<file path="src/rtl/br_tag_alloc.sv">
// Branch-tag allocator: circular tag pointers for in-flight branches, kill-vector
// decode with tail rollback, and a registered flush/redirect pulse toward fetch.
module br_tag_alloc #(
   parameter int WIDTH_BRM = 4
) (
   input  logic                      i_clk,
   input  logic                      i_rst_n,
   input  logic                      i_alloc,
   output logic                      o_alloc_ok,
   output logic [WIDTH_BRM-1:0]      o_brmask,
   input  logic                      i_free,
   input  logic [(2**WIDTH_BRM)-1:0] i_brkill,
   input  logic [31:0]               i_PC,
   output logic [WIDTH_BRM-1:0]      o_count,
   output logic                      o_full,
   output logic                      o_flush,
   output logic [31:0]               o_redir_PC,
   output logic                      o_err
);
   localparam int N = 2**WIDTH_BRM;

   logic [WIDTH_BRM-1:0] head_q, head_d, tail_q, tail_d;
   logic                 flush_q, flush_d, err_q, err_d;
   logic [31:0]          redir_pc_q, redir_pc_d;

   logic [N-1:0]         kill_prev, run_start;
   logic                 kill_any, kill_all, kill_multi;
   logic [WIDTH_BRM-1:0] first_t, kill_tag;

   assign o_count    = tail_q - head_q;
   assign o_full     = &o_count;
   assign o_brmask   = tail_q;
   assign o_alloc_ok = i_alloc & ~o_full & ~kill_any;
   assign o_flush    = flush_q;
   assign o_redir_PC = redir_pc_q;
   assign o_err      = err_q;

   // Kill decode: a run starts at t when kill[t] is set and kill[t-1] (mod N) is not;
   // the mispredicted branch is the tag just below the lowest run start.
   always_comb begin
      kill_prev  = {i_brkill[N-2:0], i_brkill[N-1]};
      run_start  = i_brkill & ~kill_prev;
      kill_any   = |i_brkill;
      kill_all   = &i_brkill;
      kill_multi = |(run_start & (run_start - {{(N-1){1'b0}}, 1'b1}));
      first_t    = '0;
      for (int t = N-1; t >= 0; t--) begin
         if (run_start[t]) first_t = WIDTH_BRM'(t);
      end
      kill_tag   = first_t - {{(WIDTH_BRM-1){1'b0}}, 1'b1};
   end

   // Next-state: rollback has priority over alloc; free proceeds independently.
   always_comb begin
      head_d     = head_q;
      tail_d     = tail_q;
      err_d      = err_q | (kill_any & (kill_all | kill_multi));
      flush_d    = kill_any;
      redir_pc_d = redir_pc_q;
      if (kill_any) begin
         redir_pc_d = i_PC;
         // An all-ones vector has no run start, so there is no branch to roll back to.
         if (!kill_all) tail_d = kill_tag;
      end else if (o_alloc_ok) begin
         tail_d = tail_q + 1'b1;
      end
      if (i_free && (o_count != '0)) head_d = head_q + 1'b1;
   end

   // State registers.
   always_ff @(posedge i_clk or negedge i_rst_n) begin
      if (!i_rst_n) begin
         head_q     <= '0;
         tail_q     <= '0;
         flush_q    <= 1'b0;
         redir_pc_q <= '0;
         err_q      <= 1'b0;
      end else begin
         head_q     <= head_d;
         tail_q     <= tail_d;
         flush_q    <= flush_d;
         redir_pc_q <= redir_pc_d;
         err_q      <= err_d;
      end
   end
endmodule

</file>
<file path="config.mk">
export PLATFORM = sky130hd
export DESIGN_NAME = br_tag_alloc
export DESIGN_NICKNAME = d
export VERILOG_FILES = /design/src/rtl/br_tag_alloc.sv
export SDC_FILE = /design/constraint.sdc
export NUM_CORES = 1
export LEC_CHECK = 0
export CAP_MARGIN = 40
export CORE_MARGIN = 2
export CORE_UTILIZATION = 46
export CTS_BUF_LIST = sky130_fd_sc_hd__clkbuf_8 sky130_fd_sc_hd__clkbuf_16
export DETAILED_ROUTE_END_ITERATION = 12
export PLACE_DENSITY = 0.86
export RECOVER_POWER = 100
export SLEW_MARGIN = 20
export SYNTH_ARGS = -nofsm -noshare
export SYNTH_HDL_FRONTEND = slang
export SYNTH_SLANG_ARGS = --single-unit
export TNS_END_PERCENT = 10
</file>
<file path="constraint.sdc">
create_clock -name i_clk -period 3.9 [get_ports i_clk]
set_clock_uncertainty 0.1 [all_clocks]
set_input_delay 0.585 -clock i_clk [delete_from_list [all_inputs] [get_ports i_clk]]
set_output_delay 0.585 -clock i_clk [all_outputs]
set_load 0.05 [all_outputs]
</file>
==> results of run 1 <==
-- cell type report --
| type | instances | area, sq um |
|---|---|---|
| Fill cell | 374 | 1360 |
| Inverter | 12 | 46.3 |
| Clock inverter | 3 | 37.5 |
| Sequential cell | 42 | 1050 |
| Multi-Input combinational cell | 150 | 1160 |
| Timing Repair Buffer | 97 | 948 |
| Clock buffer | 5 | 68.8 |
| Tap cell | 67 | 83.8 |
-- how the worst max path moves through the flow --
stage / slack [ns] / end / cells after the start / startpoint
after floorplan: 0.24 / o_brmask[0] / 7 / o_brmask[2]
after global placement: 0.66 / o_full / 6 / o_brmask[2]
after detailed placement: 0.65 / o_full / 6 / o_brmask[2]
after CTS: 0.34 / o_full / 6 / o_brmask[2]
after global routing: 0.15 / o_alloc_ok / 7 / i_brkill[0]
final: 0.29 / o_full / 7 / o_brmask[0]
-- worst max-delay path: cells and delay by family (launching register included) --
family	cells	cell delay [ns]
adders and majority gates	2	0.68
buffers and inverters	3	1.01
DFF	1	0.43
and+or+nand+nor	2	0.52
-- flip-flops by register name, summed over array words and instances (netlist names) --
| register | count |
|---|---|
| o_flush | 1 |
| o_err | 1 |
| o_brmask | 4 |
| o_redir_PC | 32 |
| head_q | 4 |
-- layer usage --
metal / share of wire [%] / track usage, % / vias up
li1: - / - / 979
met1: 40 / 26.5 / 972
met2: 52 / 37.1 / 75
met3: 4.8 / 4.74 / 14
met4: 2.8 / 7.94 / 0
met5: 0 / 0 / -
-- cells by family (layout without fill, tap and decap cells) --
family | count (synthesis) | after routing
AND/OR/NAND/NOR | 69 | 69
flip-flops | 42 | 42
AO/OA/AOI/OAI | 35 | 35
multiplexers | 33 | 33
buffers and inverters | 16 | 117
adder cells (fa/ha/maj) | 7 | 7
XOR/XNOR | 6 | 6
-- metrics by stage --
step | instance area, sq um | total power [uW] | cells | utilization [%]
floorplan | 2280 | 1100 | 208 | -
global placement | 3310 | 1370 | 367 | 69.6
detailed placement | 3330 | 1390 | 368 | 70.0
CTS | 3430 | 1720 | 376 | 72.2
global route | 3400 | 1770 | 376 | 71.5
finish | 3400 | 1680 | 376 | 71.5
-- cells in the mapped netlist, types with 2 or more instances --
cell type,count,area [sq um]
dfrtp_1,42,1050
mux2_2,32,360
inv_1,11,41.3
nand2_1,10,37.5
nor2_1,10,37.5
nor2b_1,10,62.6
nand2b_1,9,56.3
o21ai_0,9,45.0
nand4_1,8,50.1
ha_1,6,75.1
a21oi_1,5,25.0
nor3_1,5,25.0
a211oi_1,4,30.0
a31oi_1,4,25.0
and3_1,4,25.0
buf_2,3,15.0
nand3_1,3,15.0
nor4_1,3,18.8
xnor2_1,3,26.3
xor2_1,3,26.3
nand3b_1,2,15.0
o41a_1,2,22.5
or3_1,2,12.5
-- report_power, final --
group | total (uW) | leakage, uW | switching (uW) | internal (uW)
logic | 819 | 0.000834 | 541 | 278
clock network | 330 | 0.0000607 | 144 | 186
registers | 531 | 0.000485 | 46.5 | 484
==> results.yml, run 1 <==
setup_path:
  crit_type: "reg -> out"
  rr_worst_depth: 7
  arrival_ns: 2.93
  required_ns: 3.21
  slowest_delay_ns: 0.87
  slowest_stage: "dlygate4sd3_1"
  r2r_slack_ns: 1.35
  worstSetupStartpointType: "flip-flop"
  crit_top_cell: "inv_1"
  worstReg2RegStart: "o_brmask[2]"
  reg2reg_to: "o_brmask[0]"
  path_cells: "inv_1, ha_1, inv_1, fa_1, nor2b_1, and3_1, dlygate4sd3_1"
  cp-end-kind: "output pin"
  cp_max_fo: 6
floorplan:
  floorplan.die_area_sq_mm: 0.00554
  start_util_pct: 48.0
  die_x_um: 74.5
  die_y_um: 74.5
  core-area_sq_mm: 0.00475
  num_io_pins: 96
  num_rows: 25
clocking:
  clkLatencyLatePin_ns: 0.29
  cts_tree: "built"
  post_cts_resized: 0
  cts.sinks: 42
  cts_buffers: 5
  cts_max_level: 2
  cts_max_path_buffers: 2
  cts_hold_buf: 0
  path_clk_slew_ns: 0.08
  cts_root_buf: "clkbuf_8"
  post_cts_buffers: 0
global_route:
  grt_pass1_vias: 1944
  overflow: 0
  grt_max_degree: 34
  antenna_found_initial: 0
  grt_pass1_wl_um: 9110
  grt_util_all_layers_pct: 21.5
placed_design:
  hpwl_um: 4560
  place.gp.congestion: 0.935
  pre_cts_ws_ns: 0.652
  port_buffers: 95
cells_and_area:
  antennaDiodeCount: 0
  syn_to_final_growth_pct: 48.8
  most-common-layout-cells: "clkdlybuf4s50_1 (49), dlygate4sd3_1 (44), dfrtp_1 (42), mux2_2 (32), inv_1 (13)"
  final_nets: 367
  final_common_cell: "clkdlybuf4s50_1"
  drive_above_1_share_pct: 13.9
timing:
  period_needed_ns: 3.61
  rsz0062_at_grt: "no"
  setup_slack_ns: 0.288
  drv_slew: 33
  final.setup.tns_ns: 0
  hold_viol: 0
  post-route-period-util_pct: 92.6
  setup_viol: 0
  max_freq_mhz: 277
  whs_ns: 0.151
  slew_headroom_pct: -12.5
  worst_slew_pin_slew_ns: 1.69
routing:
  drt_first_pass_iters: 4
  ant_nets: 0
  wl_per_cell_um: 15.4
  wl_um: 5810
  vias_per_cell: 5.43
  drcViolationCount: 0
  dr_total_vias: 2040
  drt_iter0_drc: 75
status:
  violations: "capacitance limit, slew limit"
  status: "finished, violations left"
yosys:
  synth_ff_type: "dfrtp_1"
  ys_seq_elements: 42
  synth_edf_count: 0
  syn_area_sq_mm: 0.00228
  synth-xor-area-share_pct: 2.30
  synth-simple-area-share_pct: 16.7
  yosysSeqAreaShare_pct: 46.0
  synthCells: 208
  synth_adder_area_share_pct: 4.16
  ys_warn_count: 0
  synth_top_family_by_area: "simple AND/OR/NAND/NOR gates"
  synth_nets: 267
  synth-async-reset-ratio_pct: 100
  synthMuxAreaShare_pct: 16.2
  synth_compound_area_share_pct: 11.6
  yosysUniqueCellTypes: 41
  syn_area_per_cell_sq_um: 11.0
power:
  ir_drop_v: 0.000519
  total_leakage_power_uw: 0.00138
  power_density_mw_per_mm2: 494
hold_path:
  worst_hold_path_type: "in -> async"
flow_run:
  maxCapViolations: 1
(Power assumes the default switching activity.)
==> run 2: changes to the inputs <==
--- a/config.mk
+++ b/config.mk
@@ -11,8 +11,7 @@
 export CTS_BUF_LIST = sky130_fd_sc_hd__clkbuf_8 sky130_fd_sc_hd__clkbuf_16
 export DETAILED_ROUTE_END_ITERATION = 12
 export PLACE_DENSITY = 0.86
-export RECOVER_POWER = 100
-export SLEW_MARGIN = 20
+export SLEW_MARGIN = 10
 export SYNTH_ARGS = -nofsm -noshare
 export SYNTH_HDL_FRONTEND = slang
 export SYNTH_SLANG_ARGS = --single-unit
==> results.yml, run 2 (synthesized netlist as in run 1, its figures left out) <==
timing:
  period_needed_ns: 3.56
  setup_slack_ns: 0.342
  worst_slew_pin_slew_ns: 0.543
  final.setup.tns_ns: 0
  setup_viol: 0
  slew_headroom_pct: 62.9
  drv_slew: 0
  max_freq_mhz: 281
  post-route-period-util_pct: 91.2
  whs_ns: 0.0516
  rsz0062_at_grt: "no"
  hold_viol: 0
placed_design:
  pre_cts_ws_ns: 0.652
  hpwl_um: 4560
  port_buffers: 95
  place.gp.congestion: 0.935
setup_path:
  rr_worst_depth: 7
  critPathLaunch: "o_brmask[0]"
  cp_max_fo: 6
  cp-end-kind: "output pin"
  required_ns: 3.21
  crit_type: "reg -> out"
  arrival_ns: 2.87
  worstReg2RegStart: "o_brmask[2]"
  worstSetupStartpointType: "flip-flop"
clocking:
  post_cts_buffers: 0
  cts_tree: "built"
  cts_max_level: 2
  clkLatencyLatePin_ns: 0.29
  cts_root_buf: "clkbuf_8"
  cts.sinks: 42
  cts_buffers: 5
  cts_hold_buf: 0
  post_cts_resized: 0
  cts_max_path_buffers: 2
  path_clk_slew_ns: 0.08
status:
  status: "finished, final reports clean"
cells_and_area:
  final_nets: 367
  most-common-layout-cells: "clkdlybuf4s50_1 (93), dfrtp_1 (42), mux2_2 (32), inv_1 (13)"
  final_common_cell: "clkdlybuf4s50_1"
  antennaDiodeCount: 0
  syn_to_final_growth_pct: 50.4
  seqCellArea_sq_mm: 0.00105
  largest_reg_flops: 32
  multi_input_area_sq_mm: 0.00116
  drive_above_1_share_pct: 14.6
  fill_cells: 369
floorplan:
  num_io_pins: 96
  die_y_um: 74.5
  floorplan.die_area_sq_mm: 0.00554
  die_x_um: 74.5
  start_util_pct: 48.0
  num_rows: 25
  core-area_sq_mm: 0.00475
routing:
  vias_per_cell: 5.40
  dr_total_vias: 2032
  wl_per_cell_um: 15.6
  drcViolationCount: 0
  ant_nets: 0
  wl_um: 5860
  drt_first_pass_iters: 4
  drt_iter0_drc: 78
global_route:
  grt_pass1_wl_um: 9110
  grt_pass1_vias: 1940
  overflow: 0
  grt_max_degree: 34
  antenna_found_initial: 0
  grt_util_all_layers_pct: 21.5
hold_path:
  worst_hold_path_type: "in -> async"
power:
  total_leakage_power_uw: 0.00139
  p_total_uw: 1710
  power_density_mw_per_mm2: 499
  ir_drop_v: 0.000544
flow_run:
  maxCapViolations: 0
[run 2: cell types whose count changed in the layout (fill, tap and decap cells not counted)]
| cell | delta |
|---|---|
| dlygate4sd3_1 | -44 |
| buf_2 | +1 |
| inv_4 | +1 |
| buf_12 | +2 |
| clkbuf_2 | -2 |
| buf_4 | +1 |
| clkdlybuf4s50_1 | +44 |
| clkinvlp_2 | -1 |
| clkbuf_1 | -2 |
[run 2: worst paths after layout]
path / to / slack, ns
worst max-delay path: o_full / 0.34
worst min-delay path: head_q[2] / 0.05
max in group asynchronous: o_redir_PC[13] / 3.20
min in group i_clk: o_redir_PC[22] / 0.40
worst max register to register: o_brmask[0] / 1.32
worst min register to register: o_redir_PC[22] / 0.40
[run 2: stage by stage]
stage / utilization [%] / instance area (sq um) / instances
final: 72.2 / 3430 / 376
after global routing: 72.2 / 3430 / 376
after CTS: 72.2 / 3430 / 376
after detailed placement: 70.0 / 3330 / 368
after global placement: 69.6 / 3310 / 367
after floorplan: - / 2280 / 208
[run 2: layer usage]
metal  GRT usage [%]  part of all wire, %  up-vias
li1                -                    -      967
met2            37.0                   52       86
met5               0                    0        -
met3            4.74                  5.3       14
met1            26.5                   40      965
met4            7.94                  2.5        0
[run 2: layout make-up]
type | count | share of cell area [%]
inverter | 12 | 1.38
clock inverter | 3 | 1.09
tap | 67 | 2.44
clock buffer | 5 | 2.00
sequential | 42 | 30.6
multi-input combinational | 150 | 33.8
timing repair buffer | 97 | 28.6
[run 2: worst max-delay path: stages, from the launching register on]
cell             delay (ns)
dfrtp_1                0.44
inv_1                  0.08
ha_1                   0.16
inv_1                  0.06
fa_1                   0.52
nor2b_1                0.34
and3_1                 0.20
clkdlybuf4s50_1        0.80
[run 2: where the power goes]
part	switching, uW	total, uW	internal, uW
sequential	47.4	531	484
clock	143	330	186
combinational	544	854	310
total	735	1710	980
